[config.mk]
export PLATFORM = sky130hd
export DESIGN_NAME = data_mem_bytelane
export DESIGN_NICKNAME = d
export VERILOG_FILES = /design/src/rtl/data_mem_bytelane.sv
export SDC_FILE = /design/constraint.sdc
export NUM_CORES = 1
export LEC_CHECK = 0
export ABC_AREA = 0
export BUFFER_PORTS_ARGS = -buffer_cell sky130_fd_sc_hd__buf_4
export CAP_MARGIN = 30
export CORE_MARGIN = 4
export CORE_UTILIZATION = 65
export CTS_BUF_LIST = sky130_fd_sc_hd__clkbuf_4 sky130_fd_sc_hd__clkbuf_8
export DETAILED_ROUTE_END_ITERATION = 10
export PLACE_DENSITY = 0.83
export SETUP_SLACK_MARGIN = 0.3
export SLEW_MARGIN = 30
export SYNTH_ARGS = -nofsm -noshare
export SYNTH_HDL_FRONTEND = slang
export SYNTH_SLANG_ARGS = --single-unit
[constraint.sdc]
create_clock -name clk -period 3.53 [get_ports clk]
set_input_delay 0.353 -clock clk [delete_from_list [all_inputs] [get_ports clk]]
set_output_delay 0.353 -clock clk [all_outputs]
set_load 0.01 [all_outputs]
[src/rtl/data_mem_bytelane.sv]
// Big-endian byte-addressable data memory with valid/ready request/response handshake,
// byte/halfword/word accesses, load extension, error reporting and a post-reset clear sweep.
module data_mem_bytelane #(
    parameter int DATA_W      = 16,
    parameter int DEPTH_BYTES = 64,
    parameter int ADDR_W      = 16
) (
    input  logic              clk,
    input  logic              rst_n,
    input  logic              req_valid_i,
    output logic              req_ready_o,
    input  logic              req_we_i,
    input  logic [1:0]        req_size_i,
    input  logic              req_signed_i,
    input  logic [ADDR_W-1:0] req_addr_i,
    input  logic [DATA_W-1:0] req_wdata_i,
    output logic              rsp_valid_o,
    input  logic              rsp_ready_i,
    output logic [DATA_W-1:0] rsp_rdata_o,
    output logic              rsp_err_o
);

    localparam int BPW     = DATA_W / 8;
    localparam int WORDS   = DEPTH_BYTES / BPW;
    localparam int LOG_BPW = $clog2(BPW);
    localparam int WAW     = (WORDS > 1) ? $clog2(WORDS) : 1;
    localparam int SH_W    = $clog2(DATA_W) + 1;

    typedef enum logic {
        ST_INIT,
        ST_RUN
    } state_e;

    state_e           state_q, state_d;
    logic [WAW-1:0]   clr_cnt_q, clr_cnt_d;
    logic             clr_en;

    logic             rsp_valid_q, rsp_valid_d;
    logic             rsp_err_q, rsp_err_d;
    logic             rsp_load_q, rsp_load_d;
    logic [1:0]       rsp_size_q, rsp_size_d;
    logic             rsp_signed_q, rsp_signed_d;
    logic [SH_W-1:0]  rsp_shamt_q, rsp_shamt_d;

    logic [2:0]         size_bytes;
    logic               size_err;
    logic               align_err;
    logic               range_err;
    logic               req_err;
    logic               accept;
    logic               store_fire;
    logic               load_fire;
    logic [LOG_BPW-1:0] lane_off;
    logic [WAW-1:0]     word_idx;
    logic [SH_W-1:0]    shamt;
    logic [DATA_W-1:0]  wr_aligned;
    logic [DATA_W-1:0] rd_word;

    // ------------------------------------------------------------------
    // INIT/RUN control: INIT zeroes one word per cycle, then hands over.
    // ------------------------------------------------------------------
    always_ff @(posedge clk or negedge rst_n) begin
        if (!rst_n) begin
            state_q   <= ST_INIT;
            clr_cnt_q <= '0;
        end else begin
            state_q   <= state_d;
            clr_cnt_q <= clr_cnt_d;
        end
    end

    always_comb begin
        state_d   = state_q;
        clr_cnt_d = clr_cnt_q;
        clr_en    = 1'b0;
        case (state_q)
            ST_INIT: begin
                clr_en = 1'b1;
                if (clr_cnt_q == WAW'(WORDS - 1)) begin
                    state_d   = ST_RUN;
                    clr_cnt_d = '0;
                end else begin
                    clr_cnt_d = clr_cnt_q + 1'b1;
                end
            end
            ST_RUN: begin
                state_d = ST_RUN;
            end
            default: begin
                state_d = ST_INIT;
            end
        endcase
    end

    assign req_ready_o = (state_q == ST_RUN) && (!rsp_valid_q || rsp_ready_i);
    assign accept      = req_valid_i && req_ready_o;

    // ------------------------------------------------------------------
    // Request decode and error checks
    // ------------------------------------------------------------------
    always_comb begin
        case (req_size_i)
            2'd0:    size_bytes = 3'd1;
            2'd1:    size_bytes = 3'd2;
            default: size_bytes = 3'd4;
        endcase
    end

    assign size_err  = (req_size_i == 2'd3) || (32'(size_bytes) > BPW);
    assign align_err = (req_addr_i[2:0] & (size_bytes - 3'd1)) != 3'd0;
    // One extra bit so an access running past the top cannot wrap into range.
    assign range_err = ({1'b0, req_addr_i} + (ADDR_W+1)'(size_bytes))
                       > (ADDR_W+1)'(DEPTH_BYTES);
    assign req_err   = size_err || align_err || range_err;

    assign store_fire = accept && req_we_i && !req_err;
    assign load_fire  = accept && !req_we_i && !req_err;

    assign lane_off = req_addr_i[LOG_BPW-1:0];
    assign word_idx = req_addr_i[LOG_BPW +: WAW];

    // Lane 0 is the most significant byte of a word; the shift moves an access
    // between the LSBs of the data bus and its big-endian lane position.
    assign shamt      = SH_W'(8 * (BPW - 32'(size_bytes) - 32'(lane_off)));
    assign wr_aligned = req_wdata_i << shamt;

    // ------------------------------------------------------------------
    // Byte-lane storage: one array per lane with registered read
    // ------------------------------------------------------------------
    for (genvar gi = 0; gi < BPW; gi++) begin : g_lane
        logic [7:0]     mem [WORDS];
        logic [7:0]     rd_q;
        logic           lane_hit;
        logic           lane_we;
        logic [WAW-1:0] wr_addr;
        logic [7:0]     wr_byte;

        assign lane_hit = (32'(lane_off) <= gi) && (gi < 32'(lane_off) + 32'(size_bytes));
        assign lane_we  = clr_en || (store_fire && lane_hit);
        assign wr_addr  = clr_en ? clr_cnt_q : word_idx;
        assign wr_byte  = clr_en ? 8'h00 : wr_aligned[DATA_W-1-8*gi -: 8];

        always_ff @(posedge clk) begin
            if (lane_we) begin
                mem[wr_addr] <= wr_byte;
            end
            if (load_fire) begin
                rd_q <= mem[word_idx];
            end
        end

        assign rd_word[DATA_W-1-8*gi -: 8] = rd_q;
    end

    // ------------------------------------------------------------------
    // Response stage
    // ------------------------------------------------------------------
    always_ff @(posedge clk or negedge rst_n) begin
        if (!rst_n) begin
            rsp_valid_q  <= 1'b0;
            rsp_err_q    <= 1'b0;
            rsp_load_q   <= 1'b0;
            rsp_size_q   <= 2'd0;
            rsp_signed_q <= 1'b0;
            rsp_shamt_q  <= '0;
        end else begin
            rsp_valid_q  <= rsp_valid_d;
            rsp_err_q    <= rsp_err_d;
            rsp_load_q   <= rsp_load_d;
            rsp_size_q   <= rsp_size_d;
            rsp_signed_q <= rsp_signed_d;
            rsp_shamt_q  <= rsp_shamt_d;
        end
    end

    always_comb begin
        rsp_valid_d  = rsp_valid_q;
        rsp_err_d    = rsp_err_q;
        rsp_load_d   = rsp_load_q;
        rsp_size_d   = rsp_size_q;
        rsp_signed_d = rsp_signed_q;
        rsp_shamt_d  = rsp_shamt_q;
        if (accept) begin
            rsp_valid_d  = 1'b1;
            rsp_err_d    = req_err;
            rsp_load_d   = load_fire;
            rsp_size_d   = req_size_i;
            rsp_signed_d = req_signed_i;
            rsp_shamt_d  = shamt;
        end else if (rsp_ready_i) begin
            rsp_valid_d = 1'b0;
            rsp_err_d   = 1'b0;
            rsp_load_d  = 1'b0;
        end
    end

    // Extraction works off the held read word, so the data stays stable under back-pressure.
    logic [DATA_W-1:0] rd_shifted;
    logic [DATA_W-1:0] rd_mask;
    logic              rd_sign;
    logic [DATA_W-1:0] rd_fill;
    logic [DATA_W-1:0] rd_ext;

    always_comb begin
        rd_shifted = rd_word >> rsp_shamt_q;
        case (rsp_size_q)
            2'd0: begin
                rd_mask = DATA_W'(8'hFF);
                rd_sign = rd_shifted[7];
            end
            2'd1: begin
                rd_mask = DATA_W'(16'hFFFF);
                rd_sign = rd_shifted[15];
            end
            default: begin
                rd_mask = '1;
                rd_sign = 1'b0;
            end
        endcase
        rd_fill = rsp_signed_q ? {DATA_W{rd_sign}} : '0;
        rd_ext  = (rd_shifted & rd_mask) | (rd_fill & ~rd_mask);
    end

    assign rsp_valid_o = rsp_valid_q;
    assign rsp_err_o   = rsp_err_q;
    assign rsp_rdata_o = rsp_load_q ? rd_ext : '0;

endmodule

Word level (Yosys, flattened, before mapping)
Memory sizes are Yosys's and may differ from the RTL's. A register that Yosys moved wholly into a read port is not among the register bits.
Cells that the tools add are included.
Word-level totals
  bits in registers: 14
  latch bits: 0
  RAM bits: 512
  memory bits (read-only): 0
  input bits: 40
  output and inout bits: 19
  word-level logic and storage cells: 75
  memories kept: 2
Memory list
  g_lane[0].mem: words 32, bits a word 8, read ports 1, clocked after Yosys merged registers in 1, wr ports 1, line 131  | logic [7:0] mem [WORDS];
  g_lane[1].mem: words 32, bits a word 8, read ports 1, clocked after Yosys merged registers in 1, wr ports 1, line 131
Operators by class
  $add $sub $neg: 6
  $mul: 0
  div/mod/pow operators: 0
  order comparisons: 5
  eq/ne operators: 4
  shift-type cells: 2
  multiplexer cells: 20
  bitwise gates (word level): 6
  reductions and logical operators: 22
Operators with widths (count)
  16-bit 2-to-1 mux: 3
  16-bit AND: 2
  1-bit by 32-bit less-than comparator with 1-bit output (first input constant): 1
  16-bit by 3-bit adder with 17-bit output: 1
  17-bit by 7-bit > comparator with 1-bit output (second input constant): 1
  8-bit 2-to-1 mux: 2
  16-bit NOT: 1
  16-bit OR: 1
  16-bit by 5-bit left shift with 16-bit output: 1
  16-bit by 5-bit >> shifter with 16-bit output: 1
  1-bit 2-to-1 mux: 10
  5-bit 2-to-1 mux: 2
  1-bit logical AND: 9
  1-bit logical OR: 6
  3-bit case mux with 2 select lines: 1
  5-bit by 1-bit adder with 5-bit output (second input constant): 1
  5-bit equality test (second input constant): 1
  1-bit by 3-bit adder with 4-bit output: 1
  2-bit by 1-bit equality test with 1-bit output (second input constant): 2
  2-bit zero test: 2
  1-bit by 4-bit less-than comparator with 1-bit output (first input constant): 1
  1-bit case mux with 2 select lines: 2
  3-bit AND: 1
  3-bit by 2-bit > comparator with 1-bit output (second input constant): 1
  9 further kinds: 11

Depth between registers and ports, before layout
Gate-level depths: netlist of run 1.
  depth after elaboration: 13
  depth in mapped cells: 12
  gate-level depth less buffers: 10

Least setup slack after synthesis of run 1
Ideal clock, no wire load.
  path kind: in2reg
  start point: input port req_addr_i[1]
  end point: register g_lane[0].rd_q[0], read port of g_lane[0].mem (enable)
  library setup time: 0.409 ns
  arrival: 3.904 ns
  data required time: 3.121 ns
  setup slack: -0.783 ns
  stages: 11
  buffers on the path: 3
  cell sequence: clkbuf_1 > buf_2 > buf_2 > inv_1 > fa_1 > nand2b_1 > a2111oi_0 > a211oi_1 > o22ai_1 > nand2_1 > nor3_1
On the way
  longest elaborated chain between the ends: 6
  elaborated cells on any way between the ends: 8
  classes of those cells: add/sub: 1; order compare: 1; bitwise: 1; reduce/logical: 5
Ends and longest elaborated chain
  from (decl): line 15  | input logic [ADDR_W-1:0] req_addr_i,
  branches (longest 3 deep; another with 16-bit by 3-bit adder with 17-bit output)
  1-bit logical OR *: line 114  | assign req_err = size_err || align_err || range_err;
  1-bit zero test *: line 117  | assign load_fire = accept && !req_we_i && !req_err;
  1-bit logical AND *: line 117
  net load_fire: line 52  | logic load_fire;
  to (decl): line 132  | logic [7:0] rd_q;
Mark *: on every way through the listed nets, which the timed path passes.
A chain may end at the register's enable or synchronous reset.

Worst setup path after layout of run 1
  start point: input port req_size_i[0]
  end point: memory g_lane[0].mem[13][0] (enable)
On the way
  longest elaborated chain between the ends: 13
  elaborated cells on any way between the ends: 22
  classes of those cells: add/sub: 3; order compare: 3; eq/ne: 2; mux: 3; bitwise: 1; reduce/logical: 10
Ends and longest elaborated chain
  from (decl): line 13  | input logic [1:0] req_size_i,
  branches (longest 9 deep; another with 16-bit by 3-bit adder with 17-bit output)
  1-bit logical AND *: line 139  | assign lane_we = clr_en || (store_fire && lane_hit);
  1-bit logical OR *: line 139
  1-bit 2-to-1 mux *: line 144  | if (lane_we) begin
  1-bit 2-to-1 mux (not written as such) *: line 145  | mem[wr_addr] <= wr_byte;
  to (decl): line 131
Mark *: on every way between the ends.

==> summary.json, run 1 <==
{
  "outcome": "complete, no violations",
  "max_slew.worst_pin.slew_ns": 0.821,
  "post_dp_cell_area_um2": 24500,
  "area_growth_pct": 17.4,
  "power_report.internal_total_uw": 10300,
  "synth.lib_cells_used.distinct": 57,
  "timing.critical_path.max_delay_family": "compound AO/OA/AOI/OAI gates",
  "power.combinational.fraction_pct": 7.0,
  "power_density_nw_per_um2": 505,
  "end_kind": "flop",
  "fin_ws_ns": 0.381,
  "power_leakage_uw": 0.00819,
  "synthArstFlopShare_pct": 2.58,
  "clock.fmax_mhz": 318,
  "report.final.hold_viol_count": 0,
  "critical_path.most_common_cell": "sky130_fd_sc_hd__buf_4",
  "setup.reg_to_reg.worst_slack_ns": 0.47,
  "finClkSkew_ns": 0.0357,
  "cts.clk_slew.worst_paths_ns": 0.07,
  "htree_levels": 3,
  "setup.worst_path.start": "req_size_i[0]",
  "sort_of_element_at_the_start_of_the_critical_path": "input pin",
  "timing.critical_path.fanout_max": 14,
  "stdcell_count": 1796,
  "final_design_area_no_fill_um2": 26200,
  "globalRoute.totalOverflow": 0,
  "cts_inserted_buffers": 81,
  "synth_warnings": 0,
  "ctsLongestPathBuffers": 3,
  "net_switching_fraction_of_the_power_pct": 22.4,
  "first_global_vias": 12800,
  "nFillCells": 1633,
  "drt_iter0_markers": 1817,
  "fp.dieW_um": 193,
  "reg2reg_to": "g_lane[0].mem[4][0]",
  "cts.repair_timing.setup_buffer_count": 0,
  "remaining_drc_errors": 0,
  "floorplan.die.height_um": 193,
  "rsz0062_at_grt": "false",
  "hold-path-cell-count": 4,
  "postRouteAntennaNets": 0,
  "synth_seq_area_share_pct": 72.5,
  "number_of_nets_in_the_finished_design": 1337,
  "avgSynthCellArea_um2": 19.5,
  "netlist_instances": 1147,
  "core_region_area_um2": 33700,
  "postSynthRegisterBits": 542,
  "wl_mm": 54.6,
  "start_point_of_the_worst_min_delay_path": "rsp_ready_i",
  "gp_congestion": 0.904,
  "placed_cells_incl_taps": 1647,
  "final-setup-viol-count": 0,
  "grt_pass1_wl_mm": 84.0,
  "worst_path_max_stage_delay_ns": 0.63,
  "power.clock.fraction_pct": 38.9,
  "final-seq-area_um2": 16200,
  "max-slew-margin-rel_pct": 43.7,
  "tritoncts_clock_tree": "built",
  "synth.net_count": 1196,
  "hpwl_mm": 33.7,
  "placementRows": 67,
  "grt_max_degree": 133,
  "dominantRegCellSynth": "sky130_fd_sc_hd__edfxtp_1",
  "cp_data_arrival_time_ns": 3.42,
  "vdd_drop_max_uv": 295,
  "drive_gt1_share_pct": 36.8,
  "crit_slowest_cell": "sky130_fd_sc_hd__a2111oi_1",
  "regToRegStartpoint": "state_q",
  "synthesized_cell_area_um2": 22300,
  "vias": 12500,
  "crit_cells": 12,
  "initial_core_util_pct": 66.3,
  "critical_path.n_buffers_inverters": 3,
  "seq_power_share_pct": 54.1,
  "vias_per_inst": 6.98,
  "count_of_input_and_output_buffers": 58,
  "cp.required_ns": 3.80,
  "worstRegToRegCells": 5,
  "grtUsageTotal_pct": 29.9,
  "worstSetupPathType": "in2reg",
  "routed_wire_length_per_instance_um": 30.4,
  "p_switching_uw": 2960,
  "slew_violations": 0,
  "multi_input_gate_area_um2": 6690,
  "fp.dieArea_um2": 37400,
  "pre_cts_slack_ns": -0.142,
  "cp_cell_sequence": "buf_4, nor2_2, ha_2, inv_1, fa_2, nand2b_4, a2111oi_1, a211oi_1, o22ai_2, nand4_4, buf_4, o22ai_4",
  "period_minus_slack_ns": 3.15,
  "timing.max_cap.violations": 0,
  "antenna_found_initial": 0,
  "min_period_over_period_pct": 89.2,
  "fin_setup_tns_ns": 0,
  "drt-pass1-iter-count": 6,
  "clock_tree.root_cell": "sky130_fd_sc_hd__clkbuf_8",
  "cts_sinks": 542,
  "synth_edf_count": 528,
  "hp-class": "in2reg",
  "io-pin-count": 59,
  "worstHoldEndpoint": "rsp_valid_o",
  "worstSkewPairLatency_ns": 0.63
}
[through the flow]
step	hold WS, ns	util (%)	power (uW)
after floorplan	0.0574	-	7840
after detailed placement	0.223	72.8	8200
after global placement	0.218	72.8	8180
final	0.0531	77.8	13300
after CTS	0.0303	77.8	13300
after global routing	0.0566	77.8	13700
[final cells by class]
class                   count  share of cell area, %
diodes                      1                0.00954
clock buffers             102                   4.99
well taps                 448                   2.14
repair buffers            121                   4.23
flip-flops and latches    542                   61.8
inverters                  12                  0.172
multi-input cells         530                   25.5
clock inverters            40                   1.19
[metal layers]
metal	up-vias	share of wire, %	track usage [%]
met5	-	0	0
met4	0	3.1	9.44
met3	142	13	6.63
met2	1027	47	45.2
met1	6318	37	45.2
li1	5057	-	-
[cell usage in the layout, fill, tap and decap left out, types with 3 or more instances in the layout]
cell / count
sky130_fd_sc_hd__buf_12: 13
sky130_fd_sc_hd__buf_4: 101
sky130_fd_sc_hd__ha_1: 7
sky130_fd_sc_hd__clkinv_1: 17
sky130_fd_sc_hd__mux4_2: 160
sky130_fd_sc_hd__and2_1: 9
sky130_fd_sc_hd__xor2_1: 3
sky130_fd_sc_hd__nor3_1: 4
sky130_fd_sc_hd__dfrtp_1: 14
sky130_fd_sc_hd__clkbuf_8: 88
sky130_fd_sc_hd__mux2_2: 3
sky130_fd_sc_hd__and3_1: 5
sky130_fd_sc_hd__nand2_1: 125
sky130_fd_sc_hd__o21ai_0: 6
sky130_fd_sc_hd__o22ai_2: 5
sky130_fd_sc_hd__a211oi_1: 4
sky130_fd_sc_hd__nand2b_1: 6
sky130_fd_sc_hd__nor4_1: 3
sky130_fd_sc_hd__clkbuf_4: 15
sky130_fd_sc_hd__a21oi_1: 16
sky130_fd_sc_hd__nor2_1: 31
sky130_fd_sc_hd__inv_1: 10
sky130_fd_sc_hd__nor2_2: 8
sky130_fd_sc_hd__dlygate4sd3_1: 5
sky130_fd_sc_hd__mux2i_1: 17
sky130_fd_sc_hd__bufinv_16: 5
sky130_fd_sc_hd__nor2b_1: 4
sky130_fd_sc_hd__nand3_1: 6
sky130_fd_sc_hd__o22ai_4: 60
sky130_fd_sc_hd__edfxtp_1: 528
sky130_fd_sc_hd__clkinvlp_4: 3
sky130_fd_sc_hd__clkinv_2: 16
[timing repair]
| item | CTS | global route |
|---|---|---|
| resized for setup | 0 | 1 |
| endpoints found under the setup margin | 0 | 413 |
| hold endpoints to repair | 18 | 0 |
| hold buffers | 5 | 0 |
[worst max-delay path by stage]
stage / endpoint
6_report: g_lane[0].mem[13][0]
5_1_grt: g_lane[1].mem[15][2]
4_1_cts: g_lane[1].mem[15][6]
3_5_place_dp: g_lane[1].mem[19][2]
3_3_place_gp: g_lane[1].mem[19][6]
2_1_floorplan: g_lane[0].mem[26][0]
[flip-flops by register name, summed over array words and instances, names as in the netlist, 2 cells and up]
| register | flops |
|---|---|
| g_lane.mem | 512 |
| g_lane.rd_q | 16 |
| clr_cnt_q | 5 |
| rsp_shamt_q | 2 |
| rsp_size_q | 2 |
[synth_stat cells, types with 2 or more instances]
| cell | instances | area [um^2] |
|---|---|---|
| sky130_fd_sc_hd__dfrtp_1 | 14 | 350 |
| sky130_fd_sc_hd__nor4_1 | 3 | 18.8 |
| sky130_fd_sc_hd__nor2b_1 | 4 | 25.0 |
| sky130_fd_sc_hd__a211oi_1 | 4 | 30.0 |
| sky130_fd_sc_hd__mux4_2 | 160 | 3600 |
| sky130_fd_sc_hd__buf_2 | 15 | 75.1 |
| sky130_fd_sc_hd__o22ai_1 | 58 | 363 |
| sky130_fd_sc_hd__and2_1 | 9 | 56.3 |
| sky130_fd_sc_hd__nand4_1 | 2 | 12.5 |
| sky130_fd_sc_hd__nand2b_1 | 7 | 43.8 |
| sky130_fd_sc_hd__o2111ai_1 | 3 | 26.3 |
| sky130_fd_sc_hd__nor2_1 | 40 | 150 |
| sky130_fd_sc_hd__and3_1 | 5 | 31.3 |
| sky130_fd_sc_hd__or3_1 | 2 | 12.5 |
| sky130_fd_sc_hd__a32o_1 | 2 | 20.0 |
| sky130_fd_sc_hd__buf_6 | 6 | 67.6 |
| sky130_fd_sc_hd__nand4_4 | 2 | 42.5 |
| sky130_fd_sc_hd__nor3_1 | 5 | 25.0 |
| sky130_fd_sc_hd__mux2i_1 | 17 | 170 |
| sky130_fd_sc_hd__edfxtp_1 | 528 | 15900 |
| sky130_fd_sc_hd__ha_1 | 8 | 100 |
| sky130_fd_sc_hd__o21ai_0 | 6 | 30.0 |
| sky130_fd_sc_hd__nand2_1 | 127 | 477 |
| sky130_fd_sc_hd__nand3b_1 | 2 | 15.0 |
| sky130_fd_sc_hd__nand3_1 | 6 | 30.0 |
| sky130_fd_sc_hd__a32oi_1 | 2 | 17.5 |
| sky130_fd_sc_hd__or2_2 | 2 | 12.5 |
| sky130_fd_sc_hd__a21oi_1 | 16 | 80.1 |
| sky130_fd_sc_hd__a21o_1 | 2 | 15.0 |
| sky130_fd_sc_hd__inv_1 | 11 | 41.3 |
| sky130_fd_sc_hd__clkbuf_1 | 27 | 101 |
| sky130_fd_sc_hd__xor2_1 | 3 | 26.3 |
| sky130_fd_sc_hd__buf_1 | 14 | 52.6 |
| sky130_fd_sc_hd__xnor2_1 | 2 | 17.5 |
| sky130_fd_sc_hd__a2111oi_0 | 3 | 26.3 |
| sky130_fd_sc_hd__o22ai_2 | 7 | 87.6 |
| sky130_fd_sc_hd__mux2_2 | 3 | 33.8 |
[cell families after synthesis]
kind of cell	count (synthesis)	share of synthesized area [%]
xor gates and xnor gates	5	0.196
and+or+nand+nor	221	4.46
buffers and inverters	75	1.56
muxes	180	17.0
AOI/OAI and AO/OA	115	3.67
DFF	542	72.5
adders and majority gates	9	0.538
[worst register-to-register path, delay by kind of cell (launching register included)]
kind / cells / cell delay (ns)
flops: 1 / 0.49
buf+inv: 2 / 0.67
simple gates: 1 / 0.47
compound gates: 1 / 0.33
mux: 1 / 0.75
[power groups by stage]
stage	clock network [uW]	registers (uW)	logic [uW]
floorplan	0	7300	548
global placement	0	7300	879
detailed placement	0	7300	900
CTS	5200	7170	911
global route	5550	7160	978
finish	5160	7170	925
Note: power is estimated with default switching activity, not from simulation.
==> run 2, diff against run 1 <==
- CAP_MARGIN: 30 -> 10
- CORE_UTILIZATION: 65 -> 50
- PLACE_DENSITY: 0.83 -> not set
- PLACE_DENSITY_LB_ADDON: not set -> 0.15
==> run 2 against run 1 <==
Effect of this change: fmax grew 4.8%; hold slack gained 0.048 ns; routed wire length shrank 1.6%; combinational power is essentially flat; flip-flop and latch count is the same; count of clock-buffer cells in the layout grew 12.
==> summary.json, run 2 (synthesis gave the netlist of run 1 again) <==
{
  "power_density_nw_per_um2": 486,
  "vdd_drop_max_uv": 233,
  "worstSetupPathType": "in2reg",
  "cts_inserted_buffers": 85,
  "initial_core_util_pct": 50.5,
  "timing.critical_path.fanout_max": 20,
  "report.final.hold_viol_count": 0,
  "grtUsageTotal_pct": 23.1,
  "wl_mm": 53.7,
  "globalRoute.totalOverflow": 0,
  "cp_data_arrival_time_ns": 3.28,
  "final_cell_mix": "528 x sky130_fd_sc_hd__edfxtp_1, 160 x sky130_fd_sc_hd__mux4_2, 127 x sky130_fd_sc_hd__buf_4",
  "outcome": "complete, no violations",
  "cts_sinks": 542,
  "routed_wire_length_per_instance_um": 26.8,
  "power_leakage_uw": 0.00849,
  "vias": 11800,
  "number_of_nets_in_the_finished_design": 1392,
  "clock.fmax_mhz": 333,
  "period_minus_slack_ns": 3.01,
  "remaining_drc_errors": 0,
  "floorplan.die.height_um": 219,
  "clock_tree.root_cell": "sky130_fd_sc_hd__clkbuf_8",
  "largest_registers": "g_lane.mem: 512 flops, g_lane.rd_q: 16 flops, clr_cnt_q: 5 flops",
  "fp.dieArea_um2": 48100,
  "drive_gt1_share_pct": 39.0,
  "worstSkewPairLatency_ns": 0.65,
  "cts.clk_slew.worst_paths_ns": 0.06,
  "drt_iter0_markers": 1325,
  "core_region_area_um2": 44200,
  "htree_levels": 3,
  "timing.max_cap.violations": 0,
  "hp-class": "in2async",
  "antenna_found_initial": 0,
  "timing.hold.ws_ns": 0.101,
  "grt_max_degree": 133,
  "fin_util_pct": 61.3,
  "slew_violations": 0,
  "placementRows": 77,
  "max-slew-margin-rel_pct": 39.2,
  "first_global_vias": 12200,
  "ctsLongestPathBuffers": 3,
  "sort_of_element_at_the_start_of_the_critical_path": "input pin",
  "drt-pass1-iter-count": 5,
  "most_flop_heavy_register": "g_lane.mem",
  "grt_pass1_wl_mm": 80.1,
  "area_growth_pct": 21.2,
  "rsz0062_at_grt": "false",
  "hpwl_mm": 33.4,
  "postRouteAntennaNets": 0,
  "gp_congestion": 0.847,
  "io-pin-count": 59,
  "tritoncts_clock_tree": "built",
  "cts_repair_resize_count": 0,
  "mostFrequentLayoutCell": "sky130_fd_sc_hd__edfxtp_1",
  "final-setup-viol-count": 0,
  "vias_per_inst": 5.91,
  "end_kind": "flop",
  "count_of_input_and_output_buffers": 58,
  "min_period_over_period_pct": 85.1,
  "largest_reg_flops": 512,
  "fp.dieW_um": 219,
  "finClkSkew_ns": 0.0274,
  "max_slew.worst_pin.slew_ns": 0.912,
  "cp.required_ns": 3.81
}
[run 2: worst paths after layout]
path                                from                   to  slack [ns]  depth (start not counted)
setup / recovery           req_size_i[0]  g_lane[1].mem[5][7]        0.52                         12
hold / removal                     rst_n            rsp_err_o        0.10                          2
setup reg to reg                 state_q  g_lane[1].mem[5][7]        0.63                          8
hold reg to reg            rsp_size_q[0]        rsp_size_q[0]        0.49                          2
max in group asynchronous          rst_n         clr_cnt_q[0]        3.22                          2
min in group clk           req_size_i[1]        rsp_size_q[1]        0.16                          5
[run 2: critical path, cell delays in order]
cell and delay (ns):
sky130_fd_sc_hd__buf_4 0.12, sky130_fd_sc_hd__nor2_2 0.12, sky130_fd_sc_hd__ha_2 0.19, sky130_fd_sc_hd__inv_1 0.06, sky130_fd_sc_hd__fa_2 0.42, sky130_fd_sc_hd__nand2b_4 0.17
sky130_fd_sc_hd__a2111oi_4 0.33, sky130_fd_sc_hd__o2111ai_2 0.19, sky130_fd_sc_hd__a2111oi_4 0.46, sky130_fd_sc_hd__nand4_4 0.17, sky130_fd_sc_hd__buf_12 0.22, sky130_fd_sc_hd__o22ai_2 0.45
[run 2: what timing repair did]
item / in CTS / in global routing
hold buffers: 7 / 0
endpoints found under the hold margin: 19 / 0
setup endpoints to repair: 0 / 0
buffers inserted: 0 / 0
[run 2: area by class of cell]
class / count / area [um^2]
clock inverters: 39 / 206
repair buffers: 172 / 1780
clock buffers: 114 / 1430
diodes: 1 / 2.50
multi-input cells: 530 / 6680
fillers: 3143 / 17100
inverters: 12 / 45.0
flip-flops and latches: 542 / 16200
well taps: 592 / 741
[run 2: per-stage QoR]
stage	worst slack (ns)	cells	area (um^2)	total power, uW	TNS (ns)
floorplan	0.308	1147	23200	7840	0
global placement	-0.0302	1841	25400	8220	-0.248
detailed placement	-0.120	1841	25400	8230	-6.00
CTS	0.574	2001	27100	13300	0
global route	0.363	2001	27100	13700	0
finish	0.525	2002	27100	13200	0
[run 2: power by group]
part	internal [uW]	switching [uW]	total, uW	leakage [uW]
logic	342	585	926	0.00281
registers	7150	13.3	7170	0.00482
clock network	2710	2360	5070	0.000861
[run 2: per-layer routing]
| metal | track usage, % | up-vias | wire length (um) |
|---|---|---|---|
| li1 | - | 5176 | - |
| met1 | 33.7 | 6152 | 23500 |
| met2 | 35.8 | 425 | 25600 |
| met3 | 4.68 | 76 | 3490 |
| met4 | 6.83 | 0 | 1080 |
| met5 | 0 | - | 0 |
==> run 3, diff against run 2 <==
- REMOVE_ABC_BUFFERS: not set -> 1
==> run 3 against run 2 <==
Effect of this change: critical path type unchanged; highest routed layer unchanged; clock power grew 4%; flip-flop and latch count is the same; non-clock buffer count up 13; largest power group unchanged.
==> summary.json, run 3 (synthesis gave the netlist of run 1 again) <==
{
  "globalRoute.totalOverflow": 0,
  "largest_reg_flops": 512,
  "slew_violations": 0,
  "tritoncts_clock_tree": "built",
  "end_kind": "flop",
  "grt_max_degree": 133,
  "drt-pass1-iter-count": 6,
  "stdcell_count": 2004,
  "report.final.hold_viol_count": 0,
  "outcome": "complete, no violations",
  "grt_pass1_wl_mm": 77.6,
  "timing.hold.ws_ns": 0.0845,
  "critical_path.n_buffers_inverters": 4,
  "min_period_over_period_pct": 83.6,
  "core_region_area_um2": 44200,
  "max-slew-margin-rel_pct": 44.2,
  "nFillCells": 3286,
  "area_growth_pct": 16.6,
  "mostFrequentLayoutCell": "sky130_fd_sc_hd__edfxtp_1",
  "power_density_nw_per_um2": 512,
  "wl_mm": 53.0,
  "vias_per_inst": 5.94,
  "initial_core_util_pct": 50.5,
  "rsz0062_at_grt": "false",
  "fp.dieArea_um2": 48100,
  "clock.fmax_mhz": 339,
  "placementRows": 77,
  "cp_data_arrival_time_ns": 3.28,
  "insertedDiodeCount": 0,
  "routed_wire_length_per_instance_um": 26.4,
  "grtUsageTotal_pct": 22.4,
  "critical_path.most_common_cell": "sky130_fd_sc_hd__buf_4",
  "crit_cells": 13,
  "first_global_vias": 12000,
  "vdd_drop_max_uv": 218,
  "cp.required_ns": 3.86,
  "crit_slowest_cell": "sky130_fd_sc_hd__a2111oi_2",
  "floorplan.die.height_um": 219,
  "clock_tree.root_cell": "sky130_fd_sc_hd__clkbuf_8",
  "postRouteAntennaNets": 0,
  "placed_cells_incl_taps": 1854,
  "cts_sinks": 542,
  "final_cell_mix": "528 x sky130_fd_sc_hd__edfxtp_1, 165 x sky130_fd_sc_hd__buf_4, 160 x sky130_fd_sc_hd__mux4_2",
  "cts.repair_timing.setup_buffer_count": 0,
  "power_leakage_uw": 0.00850,
  "final-setup-viol-count": 0,
  "timing.critical_path.max_delay_family": "compound AO/OA/AOI/OAI gates",
  "antenna_found_initial": 0,
  "pre_cts_slack_ns": -0.0669,
  "hp-class": "in2reg",
  "htree_levels": 3,
  "totalPowerFinal_uw": 13300,
  "gp_congestion": 0.876,
  "timing.max_cap.violations": 0,
  "fin_ws_ns": 0.579,
  "number_of_nets_in_the_finished_design": 1403,
  "max_slew.worst_pin.slew_ns": 0.837,
  "finClkSkew_ns": 0.0209,
  "largest_registers": "g_lane.mem: 512 flops, g_lane.rd_q: 16 flops, clr_cnt_q: 5 flops",
  "most_flop_heavy_register": "g_lane.mem",
  "fin_setup_tns_ns": 0,
  "cts_inserted_buffers": 83,
  "vias": 11900,
  "worst_path_max_stage_delay_ns": 0.42,
  "drt_iter0_markers": 1378,
  "hold-path-cell-count": 4,
  "cts.clk_slew.worst_paths_ns": 0.06,
  "worstSetupPathType": "in2reg",
  "timing.critical_path.fanout_max": 32,
  "worstRegToRegCells": 5,
  "drive_gt1_share_pct": 34.9,
  "hpwl_mm": 32.4,
  "ctsLongestPathBuffers": 3,
  "remaining_drc_errors": 0,
  "count_of_input_and_output_buffers": 58,
  "period_minus_slack_ns": 2.95,
  "sort_of_element_at_the_start_of_the_critical_path": "input pin",
  "fp.dieW_um": 219,
  "cp_cell_sequence": "buf_4, nor2_1, ha_1, inv_1, fa_1, nand2b_1, a2111oi_2, o2111ai_1, a2111oi_4, nand4_4, buf_12, o22ai_1, buf_4",
  "io-pin-count": 59,
  "worstSkewPairLatency_ns": 0.64
}
==> run 3: cell types whose count changed in the layout (fill, tap and decap cells not counted), moves of 3 or more <==
cell                        delta
sky130_fd_sc_hd__o22ai_1      +58
sky130_fd_sc_hd__clkinv_1      -5
sky130_fd_sc_hd__o22ai_4      -60
sky130_fd_sc_hd__buf_4        +38
sky130_fd_sc_hd__bufinv_16     +4
sky130_fd_sc_hd__buf_12       -26
sky130_fd_sc_hd__clkinv_2      -5
sky130_fd_sc_hd__nor2_2        -3
==> run 3: stage by stage <==
| stage | utilization, % | cell area (um^2) |
|---|---|---|
| 2_1_floorplan | - | 22000 |
| 3_3_place_gp | 55.0 | 24300 |
| 3_5_place_dp | 55.0 | 24300 |
| 4_1_cts | 58.9 | 26000 |
| 5_1_grt | 58.9 | 26100 |
| 6_report | 58.9 | 26100 |
==> run 3: worst paths after layout <==
check | startpoint | end | slack (ns)
setup / recovery | req_size_i[0] | g_lane[0].mem[15][2] | 0.58
hold / removal | req_size_i[1] | rsp_size_q[1] | 0.08
setup reg to reg | state_q | g_lane[1].mem[16][0] | 0.81
hold reg to reg | rsp_size_q[1] | rsp_size_q[1] | 0.47
max in group asynchronous | rst_n | rsp_shamt_q[3] | 3.17
min in group asynchronous | rst_n | rsp_valid_o | 0.14
==> run 3: layout make-up <==
type,count,area (um^2),area share (%)
clock buffer,113,1420,5.44
clock inverter,30,258,0.989
inverter,12,45.0,0.173
multi-input combinational,530,5830,22.4
sequential,542,16200,62.2
tap,592,741,2.84
timing repair buffer,185,1550,5.97
==> run 3: metal layers <==
layer,GRT usage (%),vias up,wire (um)
li1,-,5154,-
met1,32.8,6152,22500
met2,34.8,536,25200
met3,4.18,71,4290
met4,6.59,0,1010
met5,0,-,0
==> run 3: where the power goes <==
| group | total [uW] | internal (uW) | switching [uW] |
|---|---|---|---|
| clock | 5260 | 2950 | 2310 |
| combinational | 899 | 335 | 564 |
| sequential | 7170 | 7150 | 12.6 |
==> run 3: worst register-to-register path: stages (launching register included) <==
cell	delay (ns)
sky130_fd_sc_hd__dfrtp_1	0.39
sky130_fd_sc_hd__buf_4	0.32
sky130_fd_sc_hd__mux2i_1	0.71
sky130_fd_sc_hd__nand2_1	0.47
sky130_fd_sc_hd__o22ai_1	0.31
sky130_fd_sc_hd__buf_4	0.22
==> run 3: what timing repair did <==
item / in CTS / in global routing
hold buffers: 7 / 0
gates resized for setup: 0 / 0
endpoints found under the hold margin: 19 / 0
